File: config.mk
export PLATFORM = sky130hd
export DESIGN_NAME = enum_chan_seq
export DESIGN_NICKNAME = d
export VERILOG_FILES = /design/src/rtl/enum_chan_seq.sv
export SDC_FILE = /design/constraint.sdc
export NUM_CORES = 1
export LEC_CHECK = 0
export ABC_AREA = 1
export CORE_MARGIN = 2
export CORE_UTILIZATION = 61
export CTS_CLUSTER_SIZE = 25
export DETAILED_ROUTE_END_ITERATION = 10
export PLACE_DENSITY_LB_ADDON = 0.12
export SYNTH_ARGS = -nofsm -noshare
export SYNTH_HDL_FRONTEND = slang
export SYNTH_SLANG_ARGS = --single-unit
File: constraint.sdc
create_clock -name clk -period 5.25 [get_ports clk]
set_input_delay 1.3125 -clock clk [delete_from_list [all_inputs] [get_ports clk]]
set_output_delay 1.3125 -clock clk [all_outputs]
set_load 0.01 [all_outputs]
File: src/rtl/enum_chan_seq.sv
// enum_chan_seq: per-channel FIRST/SECOND/DONE code sequencer with a shared, saturating completion counter
// Ports: clk, rst_n (async, active-low); start/abort/done_ack per channel;
//        code_o = state code of each channel (channel i at [i*WIDTH +: WIDTH]),
//        done_o per channel, busy_o = any channel active, done_cnt_o = acknowledged completions (saturating).
module enum_chan_seq #(
  parameter int WIDTH    = 5,
  parameter int CHANNELS = 4,
  parameter int HOLD     = 2
) (
  input  logic                      clk,
  input  logic                      rst_n,
  input  logic [CHANNELS-1:0]       start,
  input  logic [CHANNELS-1:0]       abort,
  input  logic [CHANNELS-1:0]       done_ack,
  output logic [CHANNELS*WIDTH-1:0] code_o,
  output logic [CHANNELS-1:0]       done_o,
  output logic                      busy_o,
  output logic [7:0]                done_cnt_o
);
  // Shifting all-ones right by floor(WIDTH/2) leaves the low ceil(WIDTH/2) bits set.
  localparam logic [WIDTH-1:0] FIRST_C = {WIDTH{1'b1}} >> (WIDTH / 2);
  typedef enum logic [WIDTH-1:0] {
    IDLE   = {WIDTH{1'b0}},
    FIRST  = FIRST_C,
    SECOND = ~FIRST_C,
    DONE   = {WIDTH{1'b1}}
  } state_e;
  state_e     state_q [CHANNELS];
  state_e     state_d [CHANNELS];
  logic [7:0] cnt_q   [CHANNELS];
  logic [7:0] cnt_d   [CHANNELS];
  logic [7:0] done_cnt_q, done_cnt_d;
  logic [8:0] sum;
  always_comb begin
    sum = {1'b0, done_cnt_q};
    for (int i = 0; i < CHANNELS; i++) begin
      state_d[i] = state_q[i];
      cnt_d[i]   = cnt_q[i];
      if (abort[i]) begin
        state_d[i] = IDLE;
        cnt_d[i]   = '0;
      end else begin
        unique case (state_q[i])
          IDLE: begin
            state_d[i] = start[i] ? FIRST : IDLE;
            cnt_d[i]   = '0;
          end
          FIRST: begin
            state_d[i] = (cnt_q[i] == 8'(HOLD - 1)) ? SECOND : FIRST;
            cnt_d[i]   = (cnt_q[i] == 8'(HOLD - 1)) ? 8'd0 : cnt_q[i] + 8'd1;
          end
          SECOND: begin
            state_d[i] = (cnt_q[i] == 8'(HOLD - 1)) ? DONE : SECOND;
            cnt_d[i]   = (cnt_q[i] == 8'(HOLD - 1)) ? 8'd0 : cnt_q[i] + 8'd1;
          end
          DONE: begin
            state_d[i] = done_ack[i] ? IDLE : DONE;
            sum        = done_ack[i] ? sum + 9'd1 : sum;
          end
          default: begin
            state_d[i] = IDLE;
            cnt_d[i]   = '0;
          end
        endcase
      end
    end
    done_cnt_d = (sum > 9'd255) ? 8'hff : sum[7:0];
  end
  always_ff @(posedge clk or negedge rst_n) begin
    if (!rst_n) begin
      for (int i = 0; i < CHANNELS; i++) begin
        state_q[i] <= IDLE;
        cnt_q[i]   <= '0;
      end
      done_cnt_q <= '0;
    end else begin
      for (int i = 0; i < CHANNELS; i++) begin
        state_q[i] <= state_d[i];
        cnt_q[i]   <= cnt_d[i];
      end
      done_cnt_q <= done_cnt_d;
    end
  end
  always_comb begin
    busy_o = 1'b0;
    for (int i = 0; i < CHANNELS; i++) begin
      code_o[i*WIDTH +: WIDTH] = state_q[i];
      done_o[i]                = (state_q[i] == DONE);
      busy_o                   = busy_o | (state_q[i] != IDLE);
    end
  end
  assign done_cnt_o = done_cnt_q;
endmodule

==> key figures <==
Status
  – Status: completed

Worst setup path
  – Slowest stage delay, CP: 0.57 ns
  – Critical path type: in2reg
  – Worst EP arrival: 4.29 ns
  – Crit path top cell by count: nand2_1
  – Reg-to-Reg End: done_cnt_o[5]$_DFF_PN0_
  – CP Capture Type: register
  – Crit path max fanout: 8
  – FF-to-FF Start: code_o[2]$_DFF_PN0_
  – Critical Path Start Type: input pin
  – Register-to-Register Path Depth: 21
  – Critical Path RT: 5.43 ns
  – Slowest cell on crit path: clkdlybuf4s50_1
  – CP cell instances: clkdlybuf4s50_1 > inv_2 > nand3_4 > nand2_1 > nand2_2 > inv_1 > ha_1 > nand2_1 > nand2_1 > ha_1 > nand2_1 > nand2_1 > ha_1 > nand2_1 > nor2_1 > nand3_1 > nor2_1 > nand2_1 > nor2_2 > a21oi_4 > nand2_1
  – R2R Setup Slk: 1.84 ns

Power and ir drop
  – Power Total: 0.980 mW
  – Int Pwr: 0.635 mW
  – VDD IR-drop max: 0.164 mV
  – Switching power: 0.345 mW
  – Leakage Power: 1.97 nW
  – Flop pwr share: 43.1%
  – Clock Power Share: 23.5%
  – Pwr dens: 231 nW/um^2
  – Comb pwr share: 33.5%
  – Sw Share: 35.2%

Clock tree
  – CTS resizes: 0
  – Setup bufs post-CTS: 0
  – CTS tree: yes
  – CTS buffer count: 5
  – Clk_lat worst skew: 0.30 ns
  – H-tree levels: 2
  – Maximum clock path buffer count: 2
  – CTS Hold Bufs: 0
  – Sink Count: 48
  – CTS root buffer: clkbuf_8
  – Clk slew on worst S/H paths: 0.09 ns

Synth
  – Post-Syn Instances: 510
  – Mux share of post-synthesis cell area: 0.272%
  – Simple-Gate Fraction of Synth Area: 33.0%
  – Mean Syn Cell Area: 7.23 um^2
  – #FFs+latches synth: 48
  – Yosys warning count: 0
  – Synth cell types: 34
  – Mapped Area: 3680 um^2
  – Synth Area in XOR/XNOR: 3.80%
  – Compound-Gate Fraction of Synth Area: 9.20%
  – Ys async rst share: 100%
  – Post-Synth Adder-Cell Area: 9.51%
  – Ranking of synthesized cells by area: dfrtp_1, nand2_1, ha_1
  – Most common flop cell mapped by yosys: dfrtp_1
  – Post-synth top area share: 32.6%
  – Syn Nets: 552
  – Largest family of logic cells by synthesized area: simple AND/OR/NAND/NOR gates
  – EDFF count, synth: 0
  – Seq/Total Area, Yosys: 32.6%
  – Dominant cell type by area after synthesis: dfrtp_1

Timing
  – RSZ-0062 raised after global routing: false
  – Worst-Margin Slew: 1.06 ns
  – Final setup viols: 0
  – Final hold vios: 0
  – Setup TNS: 0 ns
  – Layout Skew: 0.0106 ns
  – Tmin final: 4.11 ns
  – Final Max Tran Viols: 0
  – Fmax: 243 MHz
  – Final setup margin: 1.14 ns
  – Period utilization: 78.3%
  – Rel. slew slack: 29.1%

GRT
  – Largest net degree at the start of global routing: 49
  – Initial antenna violation count: 0
  – Total global-route track usage: 24.6%
  – Total grt overflow: 0
  – First-pass GRT wire length: 12900 um
  – Number of global-route vias before repair: 3058

Routing
  – Mean routed wirelength per cell: 12.2 um
  – Vias post-DR: 3277
  – Via density: 5.23
  – Initial DRT Pass Iterations: 4
  – Antenna viol nets, final: 0
  – Initial drt markers: 157
  – DRC violations left: 0
  – WL final: 7660 um

Placed design
  – GPL Wtd Cong: 0.885
  – Area post-placement: 4140 um^2
  – Detailed Place HPWL: 6080 um
  – Buffers on Ports: 46
  – Placement Setup Slack: 0.836 ns

Cells and area
  – Synthesis-to-finish area growth: 15.0%
  – Fillcell total: 504
  – Final net count: 593
  – Antenna fix cells: 0
  – Final Cell Area: 4240 um^2
  – Layout cell share with drive strength beyond 1: 9.42%

Min path
  – Hold-critical path endpoint: cnt_q[7]$_DFFE_PN0P_
  – Hold path depth: 2
  – Worst min path class: reg2reg
  – Hold_sp: cnt_q[7]$_DFFE_PN0P_

Die
  – Row Count: 28
  – Die X: 81.7 um
  – Core area: 5890 um^2
  – Initial Util: 62.6%
  – # IOs: 47
  – Die height: 81.7 um
  – Die footprint: 6680 um^2

Run
  – Total of max-cap violations: 0
how the worst max path moves through the flow:
stage / startpoint / to / slack (ns) / cells past startpoint
CTS: abort[0] / done_cnt_o[5]$_DFF_PN0_ / 1.13 / 21
global placement: abort[0] / done_cnt_o[7]$_DFF_PN0_ / 0.98 / 21
detailed placement: done_ack[0] / done_cnt_o[5]$_DFF_PN0_ / 0.84 / 19
floorplan: abort[0] / done_cnt_o[7]$_DFF_PN0_ / 1.71 / 19
finish: abort[0] / done_cnt_o[5]$_DFF_PN0_ / 1.14 / 21
global route: abort[0] / done_cnt_o[2]$_DFF_PN0_ / 0.89 / 21
critical path: cells and delay by family:
kind	cells	cell delay, ns
compound gates	1	0.20
fa+ha+maj	3	0.80
buf+inv	3	0.74
simple gates	14	1.21
sequential cells by signal (all words and copies together) (netlist names):
name / flops
cnt_q: 32
code_o: 8
done_cnt_o: 8
per-stage QoR:
step | hold WS [ns] | util [%] | std cells
final | 0.542 | 72.0 | 627
after CTS | 0.544 | 72.0 | 627
after floorplan | 0.495 | - | 510
after detailed placement | 0.523 | 70.4 | 619
after global routing | 0.578 | 72.0 | 627
after global placement | 0.510 | 70.4 | 619
layout by cell type, fill, tap and decap left out, types with 5 or more instances in the layout:
master           Yosys  layout
o22ai_1              9       9
nor2_1              55      55
a21oi_1              8       8
xor2_1              12      12
nand3_1             36      36
nand2_2             14      14
inv_1               80      80
dfrtp_1             48      48
ha_1                28      28
clkdlybuf4s50_1      0      45
nand2_1            112     112
nand4_1             12      12
a211oi_1             5       5
nor3_1              10      10
clkbuf_8             0       6
nor2_2              10      10
o21ai_0             12      12
inv_2               10      10
power groups by stage:
stage	clock, mW	combinational, mW	sequential, mW
finish	0.230	0.328	0.422
global route	0.248	0.374	0.425
CTS	0.237	0.329	0.422
detailed placement	0	0.327	0.429
global placement	0	0.317	0.427
floorplan	0	0.214	0.428
layer usage:
| metal | routed length (um) | GRT usage (%) | up-vias |
|---|---|---|---|
| met5 | 0 | 0 | - |
| met2 | 3740 | 44.6 | 69 |
| li1 | - | - | 1712 |
| met3 | 294 | 4.29 | 8 |
| met4 | 91 | 6.17 | 0 |
| met1 | 3530 | 30.1 | 1488 |
Yosys cell counts, types with 5 or more instances:
library cell,count
nand4_1,12
nand3_1,36
inv_1,80
o21ai_0,12
o22ai_1,9
dfrtp_1,48
xor2_1,12
ha_1,28
nand2_1,112
nor2_2,10
a21oi_1,8
nor3_1,10
nor2_1,55
a211oi_1,5
nand2_2,14
inv_2,10
buf_4,12
final cells by class:
type / count / area [um^2] / area share [%]
tap: 75 / 93.8 / 2.21
multi-input combinational: 360 / 2060 / 48.5
sequential: 48 / 1200 / 28.3
inverter: 90 / 338 / 7.97
timing repair buffer: 46 / 455 / 10.7
clock inverter: 1 / 7.51 / 0.177
clock buffer: 7 / 86.3 / 2.04
cells by family after synthesis:
kind of cell,Yosys count
and+or+nand+nor,263
DFF,48
buffers and inverters,102
adders and majority gates,28
muxes,1
xor gates and xnor gates,16
AOI/OAI and AO/OA,52
Note: power is estimated with default switching activity, not from simulation.
